## config.mk

```make
export PLATFORM = sky130hd
export DESIGN_NAME = pll_reset_sequencer
export DESIGN_NICKNAME = d
export VERILOG_FILES = /design/src/rtl/pll_reset_sequencer.sv
export SDC_FILE = /design/constraint.sdc
export NUM_CORES = 1
export LEC_CHECK = 0
export ABC_AREA = 1
export ABC_CLOCK_PERIOD_IN_PS = 4000
export CAP_MARGIN = 20
export CORE_MARGIN = 2
export CORE_UTILIZATION = 55
export DETAILED_ROUTE_END_ITERATION = 8
export PLACE_DENSITY_LB_ADDON = 0.1
export SLEW_MARGIN = 0
export SYNTH_ARGS = -nofsm -noshare
export SYNTH_HDL_FRONTEND = slang
export SYNTH_SLANG_ARGS = --single-unit
```

## constraint.sdc

```tcl
create_clock -name clk -period 4 [get_ports clk]
set_input_delay 0.8 -clock clk [delete_from_list [all_inputs] [get_ports clk]]
set_output_delay 0.8 -clock clk [all_outputs]
set_load 0.02 [all_outputs]
```

## src/rtl/pll_reset_sequencer.sv

```systemverilog
// -----------------------------------------------------------------------------
// pll_reset_sequencer
//   Supervises the board PLL from the 48 MHz reference clock. Holds the PLL in
//   reset, waits for a stable synchronized lock, then releases the 250, 166 and
//   25 MHz domain resets in that order. A runtime loss of lock drops all domain
//   resets and restarts the sequence. Too many failed lock attempts park the
//   block in FAULT until rst_n or restart.
//
// Ports
//   clk, rst_n        reference clock, async active-low reset
//   locked_i          PLL LOCK (asynchronous, synchronized internally)
//   restart_i         synchronous pulse, forces a full re-sequence
//   pll_rst_o         active-high PLL reset
//   domain_rst_n_o    [0]=250 MHz, [1]=166 MHz, [2]=25 MHz, active low
//   ready_o           high in RUN
//   fault_o           sticky retry-exhausted flag
//   loss_count_o      runtime lock-loss events, saturating
//   state_o           debug state (0 RESET_PLL,1 WAIT_LOCK,2 RELEASE,3 RUN,4 FAULT)
//
// Optional build macro PLL_PHASE_STEP_EN adds the PLL dynamic phase-step port
//   phase_req_i/phase_sel_i/phase_dir_i in, pll_phasesel_o/pll_phasedir_o/
//   pll_phasestep_o/pll_phaseloadreg_o/phase_busy_o out.
// -----------------------------------------------------------------------------
module pll_reset_sequencer #(
    parameter int PLL_RST_CYCLES      = 48,
    parameter int LOCK_STABLE_CYCLES  = 4800,
    parameter int LOCK_TIMEOUT_CYCLES = 48000,
    parameter int RELEASE_GAP         = 16,
    parameter int MAX_RETRIES         = 3
) (
    input  logic       clk,
    input  logic       rst_n,
    input  logic       locked_i,
    input  logic       restart_i,
`ifdef PLL_PHASE_STEP_EN
    input  logic       phase_req_i,
    input  logic [1:0] phase_sel_i,
    input  logic       phase_dir_i,
    output logic [1:0] pll_phasesel_o,
    output logic       pll_phasedir_o,
    output logic       pll_phasestep_o,
    output logic       pll_phaseloadreg_o,
    output logic       phase_busy_o,
`endif
    output logic       pll_rst_o,
    output logic [2:0] domain_rst_n_o,
    output logic       ready_o,
    output logic       fault_o,
    output logic [7:0] loss_count_o,
    output logic [2:0] state_o
);

    localparam int RST_W = (PLL_RST_CYCLES      > 1) ? $clog2(PLL_RST_CYCLES)      : 1;
    localparam int STB_W = (LOCK_STABLE_CYCLES  > 1) ? $clog2(LOCK_STABLE_CYCLES)  : 1;
    localparam int TMO_W = (LOCK_TIMEOUT_CYCLES > 1) ? $clog2(LOCK_TIMEOUT_CYCLES) : 1;
    localparam int GAP_W = (RELEASE_GAP         > 1) ? $clog2(RELEASE_GAP)         : 1;
    localparam int RTY_W = (MAX_RETRIES         > 1) ? $clog2(MAX_RETRIES)         : 1;

    typedef enum logic [2:0] {
        S_RESET_PLL = 3'd0,
        S_WAIT_LOCK = 3'd1,
        S_RELEASE   = 3'd2,
        S_RUN       = 3'd3,
        S_FAULT     = 3'd4
    } state_e;

    state_e           state_q, state_d;
    logic [1:0]       sync_q;
    logic             lock_s;
    logic [RST_W-1:0] rst_cnt_q, rst_cnt_d;
    logic [STB_W-1:0] stb_cnt_q, stb_cnt_d;
    logic [TMO_W-1:0] tmo_cnt_q, tmo_cnt_d;
    logic [GAP_W-1:0] gap_cnt_q, gap_cnt_d;
    logic [1:0]       step_q, step_d;      // which domain is being released
    logic [RTY_W-1:0] retry_q, retry_d;
    logic [7:0]       loss_q, loss_d;
    logic             pll_rst_q, pll_rst_d;
    logic [2:0]       dom_q, dom_d;
    logic             ready_q, ready_d, fault_q, fault_d;
    logic             lock_lost;

    // Two-flop synchronizer on the asynchronous LOCK input.
    always_ff @(posedge clk or negedge rst_n) begin
        if (!rst_n) sync_q <= 2'b00;
        else        sync_q <= {sync_q[0], locked_i};
    end
    assign lock_s    = sync_q[1];
    assign lock_lost = ((state_q == S_RELEASE) || (state_q == S_RUN)) && !lock_s;

    always_comb begin
        state_d   = state_q;
        rst_cnt_d = '0;
        stb_cnt_d = '0;
        tmo_cnt_d = '0;
        gap_cnt_d = '0;
        step_d    = '0;
        retry_d   = retry_q;
        loss_d    = loss_q;
        unique case (state_q)
            S_RESET_PLL: begin
                if (rst_cnt_q == RST_W'(PLL_RST_CYCLES - 1)) state_d = S_WAIT_LOCK;
                else rst_cnt_d = rst_cnt_q + RST_W'(1);
            end
            S_WAIT_LOCK: begin
                stb_cnt_d = lock_s ? stb_cnt_q + STB_W'(1) : '0;
                tmo_cnt_d = tmo_cnt_q + TMO_W'(1);
                // The stable count reaches its target on this cycle: stable wins.
                if (lock_s && (stb_cnt_q == STB_W'(LOCK_STABLE_CYCLES - 1))) begin
                    state_d = S_RELEASE;
                    retry_d = '0;
                end else if (tmo_cnt_q == TMO_W'(LOCK_TIMEOUT_CYCLES - 1)) begin
                    if (int'(retry_q) + 1 == MAX_RETRIES) begin
                        state_d = S_FAULT;
                    end else begin
                        retry_d = retry_q + RTY_W'(1);
                        state_d = S_RESET_PLL;
                    end
                end
            end
            S_RELEASE: begin
                if (!lock_s) begin
                    state_d = S_RESET_PLL;
                end else if (gap_cnt_q == GAP_W'(RELEASE_GAP - 1)) begin
                    if (step_q == 2'd2) state_d = S_RUN;
                    else                step_d  = step_q + 2'd1;
                end else begin
                    gap_cnt_d = gap_cnt_q + GAP_W'(1);
                    step_d    = step_q;
                end
            end
            S_RUN: begin
                if (!lock_s) state_d = S_RESET_PLL;
            end
            S_FAULT: state_d = S_FAULT;
            default: state_d = S_RESET_PLL;
        endcase

        if (lock_lost && (loss_q != 8'hFF)) loss_d = loss_q + 8'd1;

        if (restart_i) begin
            state_d   = S_RESET_PLL;
            rst_cnt_d = '0;
            stb_cnt_d = '0;
            tmo_cnt_d = '0;
            gap_cnt_d = '0;
            step_d    = '0;
            retry_d   = '0;
            loss_d    = loss_q;
        end

        // Outputs are registered from the next state so the reset pins never glitch.
        pll_rst_d = (state_d == S_RESET_PLL) || (state_d == S_FAULT);
        ready_d   = (state_d == S_RUN);
        fault_d   = (state_d == S_FAULT);
        dom_d     = 3'b000;
        if (state_d == S_RELEASE) dom_d = {step_d == 2'd2, step_d != 2'd0, 1'b1};
        else if (state_d == S_RUN) dom_d = 3'b111;
    end

    always_ff @(posedge clk or negedge rst_n) begin
        if (!rst_n) begin
            state_q   <= S_RESET_PLL;
            rst_cnt_q <= '0;
            stb_cnt_q <= '0;
            tmo_cnt_q <= '0;
            gap_cnt_q <= '0;
            step_q    <= '0;
            retry_q   <= '0;
            loss_q    <= '0;
            pll_rst_q <= 1'b1;
            dom_q     <= 3'b000;
            ready_q   <= 1'b0;
            fault_q   <= 1'b0;
        end else begin
            state_q   <= state_d;
            rst_cnt_q <= rst_cnt_d;
            stb_cnt_q <= stb_cnt_d;
            tmo_cnt_q <= tmo_cnt_d;
            gap_cnt_q <= gap_cnt_d;
            step_q    <= step_d;
            retry_q   <= retry_d;
            loss_q    <= loss_d;
            pll_rst_q <= pll_rst_d;
            dom_q     <= dom_d;
            ready_q   <= ready_d;
            fault_q   <= fault_d;
        end
    end

    assign pll_rst_o      = pll_rst_q;
    assign domain_rst_n_o = dom_q;
    assign ready_o        = ready_q;
    assign fault_o        = fault_q;
    assign loss_count_o   = loss_q;
    assign state_o        = state_q;

`ifdef PLL_PHASE_STEP_EN
    // Phase step: 2 setup cycles, PHASESTEP low for 4, 4 settle cycles (busy = 10).
    logic       ph_busy_q, ph_busy_d;
    logic [3:0] ph_cnt_q, ph_cnt_d;
    logic [1:0] ph_sel_q, ph_sel_d;
    logic       ph_dir_q, ph_dir_d;
    logic       ph_step_q, ph_step_d;
    logic       ph_abort;

    assign ph_abort = restart_i | lock_lost;

    always_comb begin
        ph_busy_d = ph_busy_q;
        ph_cnt_d  = ph_cnt_q;
        ph_sel_d  = ph_sel_q;
        ph_dir_d  = ph_dir_q;
        if (ph_abort || (ph_busy_q && (ph_cnt_q == 4'd9))) begin
            ph_busy_d = 1'b0;
            ph_cnt_d  = 4'd0;
            ph_sel_d  = 2'd0;
            ph_dir_d  = 1'b1;
        end else if (ph_busy_q) begin
            ph_cnt_d  = ph_cnt_q + 4'd1;
        end else if (phase_req_i && (state_q == S_RUN)) begin
            ph_busy_d = 1'b1;
            ph_cnt_d  = 4'd0;
            ph_sel_d  = phase_sel_i;
            ph_dir_d  = phase_dir_i;
        end
        ph_step_d = ~(ph_busy_d && (ph_cnt_d >= 4'd2) && (ph_cnt_d <= 4'd5));
    end

    always_ff @(posedge clk or negedge rst_n) begin
        if (!rst_n) begin
            ph_busy_q <= 1'b0;
            ph_cnt_q  <= 4'd0;
            ph_sel_q  <= 2'd0;
            ph_dir_q  <= 1'b1;
            ph_step_q <= 1'b1;
        end else begin
            ph_busy_q <= ph_busy_d;
            ph_cnt_q  <= ph_cnt_d;
            ph_sel_q  <= ph_sel_d;
            ph_dir_q  <= ph_dir_d;
            ph_step_q <= ph_step_d;
        end
    end

    assign pll_phasesel_o     = ph_sel_q;
    assign pll_phasedir_o     = ph_dir_q;
    assign pll_phasestep_o    = ph_step_q;
    assign pll_phaseloadreg_o = 1'b1;
    assign phase_busy_o       = ph_busy_q;
`endif

endmodule

```

==> flow_summary.yaml <==
run_status:
  status: "finished clean"
power:
  peakVddDrop_mv: 0.188
  power.total_mw: 1.15
  pwr_density_cell_nw_per_um2: 321
  p_leak_nw: 1.66
hold_path:
  hold_path.startpoint: "sync_q[0]"
  hold_class: "reg2reg"
clock_network:
  cts_max_level: 3
  root_buffer: "clkbuf_8"
  clk_latency_ns: 0.34
  post_cts_buffers: 0
  cts_tree: "built"
  cts_sinks: 62
  cts_resized: 0
  clockBufferDepth: 2
  postCtsHoldBufs: 0
  clk_pin_slew_worst_paths_ns: 0.06
  cts_buffers: 9
placed_design:
  dp_slack_ns: 1.34
  port_buffers: 20
  place_hpwl_microns: 4410
  place.gp.congestion: 0.906
global_route:
  grt_util_met2: 0.353
  use_met3: 0.0441
  grtUsageTotal: 0.224
  busiest_layer: "met2"
  grt_pass1_vias: 2472
  grtUsageMet1: 0.299
  grt.overflow.total: 0
  grt_pass1_wl_microns: 11000
  grt_antenna_before_repair: 0
  grt_max_degree: 50
timing:
  worstMarginPinSlew_ns: 0.787
  rsz0062_at_grt: "false"
  drv_slew: 0
  skew_ns: 0.00893
  period_share: 0.573
  hold_viol: 0
  max_slew_margin: 0.473
  tns_ns: 0
  setup_viol: 0
  period_needed_ns: 2.29
  worst_slack_ns: 1.71
  max_freq_ghz: 0.436
layout:
  num_antenna_cells: 0
  utilization: 0.653
  fill_cells: 488
  nNetsFinal: 420
  final_layout_size_suffix_gt1_frac: 0.111
  syn_to_final_growth_pct: 14.9
synth:
  synth_flop_cell: "dfrtp_1"
  netlist_instances: 379
  synth_nets: 389
  synth.yosys.seq_area_share: 0.496
  synth.distinct_cells: 35
  synth_edf_count: 0
  syn_area_per_cell_sq_um: 8.25
  ys_warn_count: 0
  syn-cell-area_sq_um: 3130
  ys_seq_elements: 62
  synthArstFlopShare: 1.00
setup_path:
  critPathKind: "reg2out"
  rrSetupSlack_ns: 1.92
  endpoint_kind: "output pin"
  path_buf_inv: 1
  critPathMaxFanout: 7
  slowest_stage: "clkdlybuf4s50_1"
  path_cells: "clkdlybuf4s50_1"
  crit_start: "state_o[2]"
  cpPeakStageDelay_ns: 0.67
  cp.arrival_ns: 1.49
  cp.required_ns: 3.20
  cp-start-kind: "flip-flop"
  cp_top_family: "buffers and inverters"
  reg2reg_from: "state_o[2]"
floorplan:
  core_area_sq_um: 5510
  die_w_microns: 79.4
  dieArea_sq_um: 6310
  ios: 21
  num_rows: 27
  initial_utilization: 0.568
  die_y_microns: 79.4
route:
  drt_first_pass_iters: 4
  ant_nets: 0
  vias: 2507
  drc: 0
  routedWlPerCell_microns: 12.4
  routed_via_density: 5.15
  routed_wl_microns: 6060
  drt-initial-drc-count: 131
job:
  maxCapViolations: 0
[power breakdown]
part	total (mW)	switching (mW)	internal, mW
Sequential	0.639	0.00603	0.633
Combinational	0.0379	0.0247	0.0132
Clock	0.475	0.237	0.239
Total	1.15	0.267	0.884
[final timing paths]
path	endpoint	cells after the start
max	state_o[2]	1
min	sync_q[1]	0
max reg2reg	stb_cnt_q[6]	7
min reg2reg	sync_q[1]	0
max in group asynchronous	gap_cnt_q[1]	3
min in group asynchronous	tmo_cnt_q[10]	1
[stage by stage]
stage,hold WS [ns],area (sq um),cells
floorplan,0.331,3130,379
global placement,0.340,3410,470
detailed placement,0.340,3410,470
CTS,0.355,3570,486
global route,0.381,3590,487
finish,0.353,3590,487
[synth_stat cells (3+ instances only)]
master | instances | area share
xor2_1 | 9 | 0.025
o21ai_0 | 6 | 0.0096
nand2_1 | 79 | 0.095
xnor2_1 | 6 | 0.017
inv_2 | 4 | 0.0048
nor3_1 | 10 | 0.016
nand3_1 | 24 | 0.038
nand3_2 | 3 | 0.0096
inv_1 | 52 | 0.062
a21oi_1 | 14 | 0.022
nor2_2 | 3 | 0.0060
nand2_2 | 6 | 0.012
nand4_1 | 8 | 0.016
dfrtp_1 | 61 | 0.49
o21ai_1 | 6 | 0.0096
ha_1 | 6 | 0.024
nor3_2 | 4 | 0.013
nor2_1 | 58 | 0.070
[cells in the final DEF, fill, tap and decap left out, drive strengths merged]
master / instances
clkdlybuf4s50: 19
and3: 1
nand3: 27
inv: 56
o21ai: 13
nand2: 86
o21a: 1
nor4: 1
a31o: 1
nor2: 61
or2: 1
nor3: 15
clkbuf: 12
clkinv: 4
a31oi: 2
xor2: 9
xnor2: 6
dfrtp: 61
nor3b: 2
buf: 3
a21oi: 15
o21bai: 2
nand4: 9
clkinvlp: 1
dfstp: 1
ha: 6
[registers in the layout, indices dropped and copies added (netlist names)]
| name | cells |
|---|---|
| tmo_cnt_q | 16 |
| stb_cnt_q | 13 |
| loss_count_o | 8 |
| rst_cnt_q | 6 |
| gap_cnt_q | 4 |
| domain_rst_n_o | 3 |
| state_o | 3 |
| retry_q | 2 |
| step_q | 2 |
| sync_q | 2 |
| fault_o | 1 |
| pll_rst_o | 1 |
| ready_o | 1 |
[cell families (layout without fill, tap and decap cells)]
logic type      after synthesis  in the layout  share of synthesized area
compound gates               34             34                     0.0636
buf+inv                      59             95                     0.0736
xor+xnor                     15             15                     0.0420
fa+ha+maj                     6              6                     0.0240
flops                        62             62                      0.496
simple gates                203            203                      0.300
[layer usage]
metal  share of wire  routed length, microns
met1            0.49                    2940
met2            0.47                    2830
met3           0.027                     163
met4           0.021                     126
met5               0                       0
[final cells by class]
class                      count  area (sq um)  area share
clock inverter                 4          22.5     0.00627
tap                           72          90.1      0.0251
clock buffer                  12           145      0.0404
multi-input combinational    258          1350       0.374
sequential                    62          1550       0.432
timing repair buffer          22           223      0.0620
inverter                      57           215      0.0599
(Power assumes the default switching activity.)
